File: config.mk
export PLATFORM = sky130hd
export DESIGN_NAME = store_rmw_unit
export DESIGN_NICKNAME = d
export VERILOG_FILES = /design/src/rtl/store_rmw_unit_pkg.sv /design/src/rtl/store_lane_merge.sv /design/src/rtl/store_rmw_unit.sv
export SDC_FILE = /design/constraint.sdc
export NUM_CORES = 1
export LEC_CHECK = 0
export ABC_AREA = 1
export CELL_PAD_IN_SITES_DETAIL_PLACEMENT = 1
export CELL_PAD_IN_SITES_GLOBAL_PLACEMENT = 2
export CORE_ASPECT_RATIO = 1.1
export CORE_UTILIZATION = 24
export CTS_CLUSTER_SIZE = 16
export DETAILED_ROUTE_END_ITERATION = 10
export PLACE_DENSITY_LB_ADDON = 0.1
export SLEW_MARGIN = 25
export SYNTH_ARGS = -nofsm -noshare
export SYNTH_HDL_FRONTEND = slang
export SYNTH_SLANG_ARGS = --single-unit
File: constraint.sdc
create_clock -name CLK -period 2.7 [get_ports CLK]
set_input_delay 0.54 -clock CLK [delete_from_list [all_inputs] [get_ports CLK]]
set_output_delay 0.54 -clock CLK [all_outputs]
set_load 0.05 [all_outputs]
File: src/rtl/store_rmw_unit_pkg.sv
// Shared definitions for the store read-modify-write path: size encodings,
// FSM state codes and the alignment check used at request acceptance.
package store_rmw_unit_pkg;

    localparam int unsigned SIZE_W  = 2;
    localparam int unsigned STATE_W = 3;

    // Store size encodings as carried on req_size.
    localparam logic [SIZE_W-1:0] SZ_BYTE = 2'b00;
    localparam logic [SIZE_W-1:0] SZ_HALF = 2'b01;
    localparam logic [SIZE_W-1:0] SZ_WORD = 2'b10;
    localparam logic [SIZE_W-1:0] SZ_RSVD = 2'b11;

    // FSM state codes.
    localparam logic [STATE_W-1:0] ST_IDLE  = 3'd0;
    localparam logic [STATE_W-1:0] ST_READ  = 3'd1;
    localparam logic [STATE_W-1:0] ST_WAIT  = 3'd2;
    localparam logic [STATE_W-1:0] ST_WRITE = 3'd3;
    localparam logic [STATE_W-1:0] ST_ERR   = 3'd4;

    // True when the access is not naturally aligned or uses the reserved size.
    function automatic logic isMisaligned(input logic [SIZE_W-1:0] size,
                                          input logic [1:0]        offset);
        logic bad;
        bad = 1'b0;
        case (size)
            SZ_HALF: bad = offset[0];
            SZ_WORD: bad = (offset != 2'b00);
            SZ_RSVD: bad = 1'b1;
            default: bad = 1'b0;
        endcase
        return bad;
    endfunction

endpackage

File: src/rtl/store_lane_merge.sv
// Combinational lane merge: replaces the addressed byte/halfword of an old
// memory word with the low bits of the store data; word size passes data through.
// Ports:
//   oldWord      - word read back from memory
//   data         - register value being stored
//   size         - SZ_BYTE / SZ_HALF / SZ_WORD (reserved keeps oldWord)
//   offset       - byte offset within the word (addr[1:0])
//   mergedWord_c - resulting word to write
module store_lane_merge
    import store_rmw_unit_pkg::*;
#(
    parameter bit BIG_ENDIAN = 1'b1
) (
    input  logic [31:0]       oldWord,
    input  logic [31:0]       data,
    input  logic [SIZE_W-1:0] size,
    input  logic [1:0]        offset,
    output logic [31:0]       mergedWord_c
);

    logic [1:0] byteLane;
    logic       upperHalf;

    // Lane select counts from the LSB; big-endian offset 0 is the top byte.
    always_comb begin
        byteLane     = BIG_ENDIAN ? 2'(2'd3 - offset) : offset;
        upperHalf    = BIG_ENDIAN ? ~offset[1] : offset[1];
        mergedWord_c = oldWord;
        case (size)
            SZ_BYTE: mergedWord_c[{byteLane, 3'b000} +: 8] = data[7:0];
            SZ_HALF: begin
                if (upperHalf) begin
                    mergedWord_c[31:16] = data[15:0];
                end else begin
                    mergedWord_c[15:0] = data[15:0];
                end
            end
            SZ_WORD: mergedWord_c = data;
            default: mergedWord_c = oldWord;
        endcase
    end

endmodule

File: src/rtl/store_rmw_unit.sv
// Store path between EX/MEM and a word-only data memory. Word stores issue a
// single write; byte/half stores read the word, merge the new lane(s) and
// write it back, stalling the requester through req_ready.
// Ports:
//   CLK, Reset            - clock, synchronous active-low reset
//   req_valid/req_ready   - request handshake (ready only while idle)
//   req_addr/data/size    - byte address, register value, size code
//   mem_addr              - word-aligned memory address (0 while idle)
//   mem_re / mem_rdata    - read strobe; data returns one cycle later
//   mem_we / mem_wdata    - one-cycle write strobe and merged word
//   done / err_misalign   - completion pulse, with error flag for bad requests
module store_rmw_unit
    import store_rmw_unit_pkg::*;
#(
    parameter int unsigned ADDR_W     = 32,
    parameter bit          BIG_ENDIAN = 1'b1
) (
    input  logic              CLK,
    input  logic              Reset,
    input  logic              req_valid,
    output logic              req_ready,
    input  logic [ADDR_W-1:0] req_addr,
    input  logic [31:0]       req_data,
    input  logic [SIZE_W-1:0] req_size,
    output logic [ADDR_W-1:0] mem_addr,
    output logic              mem_re,
    input  logic [31:0]       mem_rdata,
    output logic              mem_we,
    output logic [31:0]       mem_wdata,
    output logic              done,
    output logic              err_misalign
);

    logic [STATE_W-1:0] state;
    logic [STATE_W-1:0] stateNext;

    logic [ADDR_W-1:0]  addrQ;
    logic [31:0]        dataQ;
    logic [SIZE_W-1:0]  sizeQ;

    logic               accept;
    logic [ADDR_W-1:0]  addrSel;
    logic [31:0]        mergedWord_c;

    logic               readyNext;
    logic               reNext;
    logic               weNext;
    logic               doneNext;
    logic               errNext;
    logic [ADDR_W-1:0]  memAddrNext;
    logic [31:0]        wdataNext;

    // Read data is live during WAIT, so the merge uses it directly and the
    // merged word lands in the mem_wdata register at the WAIT->WRITE edge.
    store_lane_merge #(
        .BIG_ENDIAN (BIG_ENDIAN)
    ) uMerge (
        .oldWord      (mem_rdata),
        .data         (dataQ),
        .size         (sizeQ),
        .offset       (addrQ[1:0]),
        .mergedWord_c (mergedWord_c)
    );

    // State register.
    always_ff @(posedge CLK) begin
        if (!Reset) begin
            state <= ST_IDLE;
        end else begin
            state <= stateNext;
        end
    end

    // Next state and next-cycle output values (outputs follow the next state).
    always_comb begin
        stateNext   = state;
        accept      = req_valid && req_ready;
        addrSel     = accept ? req_addr : addrQ;
        readyNext   = 1'b0;
        reNext      = 1'b0;
        weNext      = 1'b0;
        doneNext    = 1'b0;
        errNext     = 1'b0;
        memAddrNext = '0;
        wdataNext   = '0;

        case (state)
            ST_IDLE: begin
                if (accept) begin
                    if (isMisaligned(req_size, req_addr[1:0])) begin
                        stateNext = ST_ERR;
                    end else if (req_size == SZ_WORD) begin
                        stateNext = ST_WRITE;
                    end else begin
                        stateNext = ST_READ;
                    end
                end
            end
            ST_READ:  stateNext = ST_WAIT;
            ST_WAIT:  stateNext = ST_WRITE;
            ST_WRITE: stateNext = ST_IDLE;
            ST_ERR:   stateNext = ST_IDLE;
            default:  stateNext = ST_IDLE;
        endcase

        readyNext = (stateNext == ST_IDLE);
        reNext    = (stateNext == ST_READ);
        weNext    = (stateNext == ST_WRITE);
        errNext   = (stateNext == ST_ERR);
        doneNext  = weNext || errNext;

        if (reNext || weNext || (stateNext == ST_WAIT)) begin
            memAddrNext = addrSel & ~ADDR_W'(3);
        end
        // Word stores go straight from IDLE to WRITE with the raw register value.
        if (weNext) begin
            wdataNext = (state == ST_IDLE) ? req_data : mergedWord_c;
        end
    end

    // Registered outputs and latched request.
    always_ff @(posedge CLK) begin
        if (!Reset) begin
            req_ready    <= 1'b0;
            mem_re       <= 1'b0;
            mem_we       <= 1'b0;
            done         <= 1'b0;
            err_misalign <= 1'b0;
            mem_addr     <= '0;
            mem_wdata    <= '0;
            addrQ        <= '0;
            dataQ        <= '0;
            sizeQ        <= '0;
        end else begin
            req_ready    <= readyNext;
            mem_re       <= reNext;
            mem_we       <= weNext;
            done         <= doneNext;
            err_misalign <= errNext;
            mem_addr     <= memAddrNext;
            mem_wdata    <= wdataNext;
            if (accept) begin
                addrQ <= req_addr;
                dataQ <= req_data;
                sizeQ <= req_size;
            end
        end
    end

endmodule

Word level (Yosys, flattened, before mapping)
Cells that the tools add are included.
- register bits: 138
- input port bits: 101
- output and inout bits: 69
- word-level logic and storage cells: 51
- $add $sub $neg: 2
- equality and inequality tests: 11
- shift operators: 2
- multiplexer cells: 13
- reductions and logical operators: 10
- operators with widths (cell ; count):
    32-bit case mux with 3 select lines ; 1
    32-bit two-way mux ; 2
    32-bit bitwise mux ; 1
    16-bit two-way mux ; 2
    8-bit by 7-bit variable shift with 32-bit output (first input constant) ; 1
    8-bit by 7-bit variable part select with 32-bit output ; 1
    3-bit by 2-bit == test with 1-bit output (second input constant) ; 3
    3-bit case mux with 3 select lines ; 1
    5-bit negator with 7-bit output ; 1
    2-bit == test (second input constant) ; 3
    3-bit by 1-bit == test with 1-bit output (second input constant) ; 2
    3-bit zero test ; 2
    3-bit two-way mux ; 2
    2-bit by 1-bit == test with 1-bit output (second input constant) ; 2
    2-bit AND reduction ; 2
    3-bit == test (second input constant) ; 1
    1-bit logical OR ; 3
    1-bit case mux with 3 select lines ; 1
    2-bit zero test ; 1
    1-bit two-way mux ; 2
    2-bit two-way mux ; 1
    2-bit nonzero test ; 1
    2-bit subtractor (first input constant) ; 1
    1-bit logical AND ; 1

Longest topological paths before layout
Gate-level depths: netlist (run 1).
- depth after elaboration: 11
- depth in mapped cells: 11
- mapped depth without buffers: 10

Modules after synthesis
Synthesis (run 1) repeated with hierarchy kept, for this count alone.
- cell total of the unflattened synthesis: 938
- area, all modules: 6607.6 sq um
- by module, submodules not included (module ; instances ; cells each ; area each (sq um) ; sequential area each (sq um)):
    store_rmw_unit ; 1 ; 569 ; 4916.0 ; 2722.6
    store_lane_merge ; 1 ; 369 ; 1691.6 ; 0.0

Worst setup path after synthesis (run 1)
No wires, ideal clock.
- path type: register -> register
- from: register addrQ[0]
- to: register mem_wdata[21]
- setup time: 64 ps
- data arrival time: 1824 ps
- required time: 2636 ps
- path slack: 812 ps
- cell stages (with the launch flop): 12
- buffers on the path: 1
- clock period less this slack: 1888 ps
- path through: dfxtp_1 -> buf_2 -> clkinv_1 -> ha_1 -> inv_1 -> nor2_1 -> nand2_1 -> o21ai_0 -> nand2_1 -> nand3_1 -> nand2_1 -> nor2_1
- word-level cells in the longest chain between the ends: 6
- elaborated cells between the ends (all ways): 7
- classes of those cells: add/sub: 2; shift: 2; mux: 3
- RTL lines (element ; RTL line ; source):
    start, declared ; store_rmw_unit.sv:37 ; logic [ADDR_W-1:0] addrQ;
    start signal, assigned ; store_rmw_unit.sv:143 ; addrQ <= req_addr;
    2-bit subtractor (*) ; store_lane_merge.sv:26 ; byteLane = BIG_ENDIAN ? 2'(2'd3 - offset) : offset;
    5-bit negator with 7-bit output (*) ; store_lane_merge.sv:30 ; SZ_BYTE: mergedWord_c[{byteLane, 3'b000} +: 8] = data[7:0];
    8-bit by 7-bit variable part select with 32-bit output or 8-bit by 7-bit variable shift with 32-bit output (tied branches) ; store_lane_merge.sv:30 ;
    32-bit bitwise mux (*) ; store_lane_merge.sv:30 ;
    32-bit case mux with 3 select lines (*) ; store_lane_merge.sv:29 ; case (size)
    32-bit two-way mux (*) ; store_rmw_unit.sv:117 ; wdataNext = (state == ST_IDLE) ? req_data : mergedWord_c;
    end signal, assigned ; store_rmw_unit.sv:141 ; mem_wdata <= wdataNext;
    end, declared ; store_rmw_unit.sv:29 ; output logic [31:0] mem_wdata,
Mark *: on every way between the ends. The rest lies on a longest branch, timed or not.
A chain may end at the register's enable or synchronous reset.

Final worst setup path (run 1)
- from: register req_ready
- to: output req_ready
- RTL lines (element ; RTL line ; source):
    start, declared ; store_rmw_unit.sv:21 ; output logic req_ready,
    start signal, assigned ; store_rmw_unit.sv:135 ; req_ready <= readyNext;
No word-level cell between the ends.

==> impl_metrics.yaml, run 1 <==
floorplanning:
  die_width_um: 152
  dieArea_um2: 25500
  initial_core_util: 0.244
  die_y_um: 167
  io_pins: 170
  num_rows: 60
  core-area_um2: 24400
critical_path:
  path_buf_inv: 1
  max_stage_delay_ns: 0.83
  required_ns: 2.16
  worst_setup_path_start_kind: "flop"
  slowest_stage: "clkdlybuf4s50_1"
  worstPathArrival_ns: 1.61
  worstSetupPathDepth: 1
  critPathKind: "reg -> out"
  crit_family: "buffers and inverters"
  crit_fanout: 2
  crit_chain: "clkdlybuf4s50_1"
  r2r_cells: 9
  crit_path_end_kind: "primary output"
yosys:
  syn_area_um2: 5960
  syn-instance-count: 814
  synth.avg_cell_area_um2: 7.32
  yosys.cell_types.count: 30
  yosysWarnings: 0
  ys_seq_area_frac: 0.457
  synth.ff_latch_count: 136
layout:
  area_growth_pct: 43.4
  post-route-util: 0.350
  n_antenna_cell: 0
  nets: 1077
  drive_gt1_frac: 0.0986
cts:
  cts_tree: "yes"
  clk_latency_ns: 0.43
  cts_buffer_depth: 2
  hold_buffers: 0
  root_buffer: "clkbuf_16"
  cts-htree-levels: 4
  cts_resized: 0
  cts.sinks: 136
  cts_made_buffers: 17
  path_clk_slew_ns: 0.07
  postCtsSetupBuffers: 0
hold_path:
  worst_hold_path_type: "reg -> reg"
  holdPathStages: 2
run_status:
  violations: "DRC"
  status: "finished with violations"
power_and_ir_drop:
  pwr-share-comb: 0.376
  p_switching_uw: 3190
  pwr-share-clk: 0.315
  seqPwrFrac: 0.309
  p_sw_frac: 0.401
  p_int_uw: 4760
  p_per_area_nw_per_um2: 930
  p_leak_uw: 0.00370
  vdd_drop_max_mv: 0.424
global_route:
  grt.total_usage: 0.173
  antenna_found_initial: 1
  grt_overflow_total: 0
  grt_pass1_vias: 6016
  grt_pass1_wl_um: 34100
  grt_max_degree: 42
drt:
  routed_wl_um: 21200
  via_per_inst: 4.41
  detail-route-antenna-nets: 0
  drtIter0Drc: 156
  via_count: 5706
  wl_per_cell_um: 16.4
  drt_pass1_iterations: 9
  drc_errors: 10
timing:
  slew_viol_final: 0
  worst_pin_slew_ns: 0.768
  fin_crit_sh: 0.796
  setup_tns_ns: 0
  final-setup-viol-count: 0
  fin_crit_ns: 2.15
  setup_ws_ns: 0.552
  fmax_mhz: 465
  slew_headroom: 0.488
  clock_skew_ns: 0.0120
  finalHoldViolations: 0
  rsz0062_at_grt: "false"
placed_design:
  io_buffers: 167
  dpl.hpwl_um: 14800
  dp_worst_setup_slack_ns: 0.477
  gp_congestion: 0.724
flow_run:
  cap_violations: 0
==> synth_stat cells <==
master	instances	area share
nand2_4	1	0.0019
o21ai_2	1	0.0015
conb_1	1	0.00063
nand2_2	2	0.0021
o21ai_1	5	0.0042
clkbuf_1	18	0.011
o22ai_1	9	0.0094
mux2i_1	30	0.050
clkinv_1	2	0.0013
nand3_1	48	0.040
nand2_1	191	0.12
or2_2	20	0.021
buf_1	5	0.0031
dfxtp_1	136	0.46
inv_2	4	0.0025
nand3b_1	7	0.0088
inv_1	41	0.026
o21ai_0	58	0.049
a21oi_1	49	0.041
buf_2	18	0.015
nand4_1	3	0.0031
buf_6	4	0.0076
nor2_4	1	0.0019
a21oi_4	2	0.0055
ha_1	5	0.010
nor2_1	136	0.086
a21oi_2	1	0.0015
nor3_2	1	0.0017
nor2_2	12	0.013
buf_4	3	0.0038
==> flip-flops by register name, indices dropped and copies added (netlist names), 2 cells and up <==
signal     count
mem_addr      30
mem_wdata     32
addrQ         32
dataQ         32
sizeQ          2
state          3
==> layout make-up <==
cell class              count  area, um^2
inverters                  47         176
fillers                  2969       15900
flip-flops and latches    136        2720
clock buffers              17         425
multi-input cells         584        2830
repair buffers            185        1810
clock inverters            15         203
well taps                 310         388
==> final timing paths <==
path / start / to / slack [ns]
worst max-delay path: req_ready$_SDFF_PN0_ / req_ready / 0.55
worst min-delay path: dataQ[16]$_SDFFE_PN0P_ / dataQ[16]$_SDFFE_PN0P_ / 0.46
worst max register to register: addrQ[1]$_SDFFE_PN0P_ / mem_wdata[26]$_SDFF_PN0_ / 0.57
worst min register to register: dataQ[16]$_SDFFE_PN0P_ / dataQ[16]$_SDFFE_PN0P_ / 0.46
==> kinds of logic after synthesis <==
group | Yosys count | share of synthesized area
DFF | 136 | 0.457
other | 1 | 0.000629
muxes | 30 | 0.0504
adders and majority gates | 5 | 0.0105
buffers and inverters | 95 | 0.0705
and+or+nand+nor | 422 | 0.299
AOI/OAI and AO/OA | 125 | 0.112
==> metal layers <==
layer	track usage	part of all wire	vias to the layer above
li1	-	-	2916
met1	0.218	0.47	2648
met2	0.282	0.46	126
met3	0.0512	0.062	16
met4	0.0546	0.013	0
met5	0	0	-
==> layout by cell type (no fill, tap or decap) <==
| master | instances |
|---|---|
| clkinv_8 | 3 |
| a21oi_2 | 1 |
| nor2_2 | 13 |
| o21ai_1 | 5 |
| a21oi_1 | 49 |
| clkinv_2 | 1 |
| ha_1 | 5 |
| nor3_2 | 1 |
| inv_1 | 41 |
| dfxtp_1 | 136 |
| nand3b_1 | 7 |
| nand3_1 | 48 |
| nand4_1 | 3 |
| o21ai_2 | 1 |
| mux2i_1 | 30 |
| inv_6 | 4 |
| inv_8 | 4 |
| nor2_1 | 135 |
| nor2_4 | 1 |
| clkinv_4 | 1 |
| bufinv_16 | 2 |
| nand2_1 | 190 |
| buf_4 | 18 |
| or2_2 | 20 |
| clkbuf_16 | 17 |
| clkdlybuf4s50_1 | 167 |
| inv_2 | 4 |
| o22ai_1 | 9 |
| nand2_4 | 1 |
| nand2_2 | 3 |
| conb_1 | 2 |
| a21oi_4 | 2 |
| clkinv_1 | 2 |
| o21ai_0 | 58 |
==> power groups by stage <==
| stage | Combinational [uW] | Clock [uW] | Sequential, uW |
|---|---|---|---|
| 2_1_floorplan | 1760 | 0 | 2800 |
| 5_1_grt | 3350 | 2660 | 2490 |
| 6_report | 2990 | 2510 | 2450 |
| 3_5_place_dp | 3040 | 0 | 2500 |
| 4_1_cts | 3050 | 2590 | 2460 |
| 3_3_place_gp | 3040 | 0 | 2500 |
==> stage by stage <==
stage               hold WS (ns)  cells  cell area [um^2]  power [uW]
finish                     0.459   1294              8550        7950
global route               0.493   1294              8550        8500
CTS                        0.463   1294              8550        8100
detailed placement         0.448   1262              7920        5540
global placement           0.444   1262              7920        5540
floorplan                  0.430    815              5960        4560
Power figures use the tool's default switching activity.
==> run 2: changes to the inputs <==
- CORE_UTILIZATION: 24 -> 23
- clock period: 2.7 -> 1.9 ns (I/O delays scaled with it)
==> run 2 against run 1 <==
Net effect:
- sequential share of layout area fell by 0.39 points
- flip-flop and latch count did not move
- first-iteration DRC count fell by 2.6%
- highest routed layer unchanged
- the flow now finishes without violations
- final cell count rose by 4.2%
- critical path type is now reg -> reg
- clock skew rose by 0.0017 ns
- core utilization fell by 0.88 points
- clock power rose by 35%
- power rose by 42%
- wire length barely moved
==> impl_metrics.yaml, run 2 (synthesis results as in run 1) <==
drt:
  drtIter0Drc: 152
  drc_errors: 0
  via_per_inst: 4.29
  via_count: 5784
  routed_wl_um: 21200
  detail-route-antenna-nets: 0
  wl_per_cell_um: 15.8
  drt_pass1_iterations: 4
cts:
  cts.sinks: 136
  path_clk_slew_ns: 0.07
  cts_made_buffers: 17
  cts-htree-levels: 4
  cts_buffer_depth: 2
  postCtsSetupBuffers: 0
  hold_buffers: 0
  cts_resized: 35
  clk_latency_ns: 0.43
  cts_tree: "yes"
  root_buffer: "clkbuf_16"
critical_path:
  startpoint: "addrQ[1]$_SDFFE_PN0P_"
  worstPathArrival_ns: 2.17
  max_stage_delay_ns: 0.44
  rr_startpoint: "addrQ[1]$_SDFFE_PN0P_"
  worstSetupPathDepth: 9
  r2r_end: "mem_wdata[28]$_SDFF_PN0_"
  crit_fanout: 8
  crit_path_end_kind: "flop"
  r2r_slack_ns: 0.10
  endpoint: "mem_wdata[28]$_SDFF_PN0_"
  crit_chain: "inv_2 -> ha_1 -> inv_1 -> nand3_1 -> o21ai_0 -> nand2_1 -> nand3_1 -> nand2_1 -> nor2_1"
  r2r_cells: 9
  slowest_stage: "dfxtp_1"
  crit_family: "simple AND/OR/NAND/NOR gates"
  path_buf_inv: 2
  required_ns: 2.27
  worst_setup_path_start_kind: "flop"
  critPathKind: "reg -> reg"
power_and_ir_drop:
  p_leak_uw: 0.00403
  p_int_uw: 6670
  p_per_area_nw_per_um2: 1310
  pwr-share-clk: 0.301
  vdd_drop_max_mv: 0.552
  seqPwrFrac: 0.309
  p_switching_uw: 4640
  pwr-share-comb: 0.391
  power_uw: 11300
  p_sw_frac: 0.410
floorplanning:
  initial_core_util: 0.235
  io_pins: 170
  num_rows: 61
  dieArea_um2: 26600
  core-area_um2: 25300
  die_y_um: 171
  die_width_um: 155
timing:
  setup_ws_ns: 0.102
  setup_tns_ns: 0
  fin_crit_ns: 1.80
  fmax_mhz: 556
  worst_pin_slew_ns: 0.560
  fin_crit_sh: 0.946
  finalHoldViolations: 0
  slew_viol_final: 0
  slew_headroom: 0.626
  clock_skew_ns: 0.0136
  final-setup-viol-count: 0
  rsz0062_at_grt: "true"
placed_design:
  dpl.hpwl_um: 15600
  io_buffers: 167
  gp_congestion: 0.740
  dp_worst_setup_slack_ns: -0.0217
  place_inst: 1314
flow_run:
  cap_violations: 0
layout:
  largestRegisters: "addrQ x32, dataQ x32, mem_wdata x32"
  final_cell_mix: "nand2_1 (190), dfxtp_1 (136), nor2_1 (135), clkdlybuf4s50_1 (100), buf_4 (59)"
  n_fill_cell: 3098
  nets: 1093
  area_growth_pct: 45.2
  multi_input_area_um2: 2830
  post-route-util: 0.342
  mostFrequentLayoutCell: "nand2_1"
  stdcell_count: 1348
  layout.area.seq_um2: 2720
  drive_gt1_frac: 0.146
global_route:
  grt_max_degree: 39
  grt.total_usage: 0.164
  grt_pass1_wl_um: 33200
  grt_overflow_total: 0
  grt_pass1_vias: 5976
  antenna_found_initial: 1
hold_path:
  worst_hold_path_type: "reg -> reg"
run_status:
  status: "finished clean"
==> run 2: changes by cell type in the layout (fill, tap and decap cells not counted) <==
cell	before	now
clkinv_2	1	0
clkinv_8	3	4
inv_1	41	40
dlygate4sd2_1	0	35
clkinv_4	1	0
inv_8	4	6
inv_2	4	5
clkdlybuf4s50_1	167	100
diode_2	0	2
clkinvlp_4	0	1
bufinv_16	2	0
buf_12	0	7
buf_4	18	59
==> run 2: power by group through the flow <==
stage	Clock [uW]	Sequential, uW	Combinational [uW]
2_1_floorplan	0	3980	2500
3_3_place_gp	0	3570	4560
3_5_place_dp	0	3560	4570
4_1_cts	3530	3500	4550
5_1_grt	3640	3540	4930
6_report	3400	3490	4420
==> run 2: stage by stage <==
step / hold WS (ns) / instance area [um^2]
finish: 0.462 / 8650
global route: 0.486 / 8650
CTS: 0.466 / 8650
detailed placement: 0.455 / 8090
global placement: 0.443 / 8090
floorplan: 0.430 / 5960
==> run 2: tightest hold or removal path: stages (launching register included) <==
cell and delay (ns):
dfxtp_1 0.30, inv_1 0.07, a21oi_1 0.06
==> run 2: worst min-delay path by stage <==
| stage | startpoint | cells past startpoint | slack (ns) | endpoint |
|---|---|---|---|---|
| floorplan | dataQ[16]$_SDFFE_PN0P_ | 2 | 0.43 | dataQ[16]$_SDFFE_PN0P_ |
| global placement | dataQ[18]$_SDFFE_PN0P_ | 2 | 0.44 | dataQ[18]$_SDFFE_PN0P_ |
| detailed placement | dataQ[16]$_SDFFE_PN0P_ | 2 | 0.46 | dataQ[16]$_SDFFE_PN0P_ |
| CTS | dataQ[16]$_SDFFE_PN0P_ | 2 | 0.47 | dataQ[16]$_SDFFE_PN0P_ |
| global route | dataQ[16]$_SDFFE_PN0P_ | 2 | 0.49 | dataQ[16]$_SDFFE_PN0P_ |
| finish | dataQ[16]$_SDFFE_PN0P_ | 2 | 0.46 | dataQ[16]$_SDFFE_PN0P_ |
==> run 2: layer usage <==
| layer | part of all wire | vias up | global-route usage |
|---|---|---|---|
| li1 | - | 2952 | - |
| met1 | 0.47 | 2693 | 0.209 |
| met2 | 0.46 | 122 | 0.267 |
| met3 | 0.056 | 17 | 0.0441 |
| met4 | 0.013 | 0 | 0.0533 |
| met5 | 0 | - | 0 |
==> run 2: final cells by class <==
cell class | count | share of cell area
diodes | 2 | 0.000578
multi-input cells | 584 | 0.327
clock inverters | 15 | 0.0202
well taps | 346 | 0.0500
flip-flops and latches | 136 | 0.315
repair buffers | 201 | 0.218
inverters | 47 | 0.0204
clock buffers | 17 | 0.0492
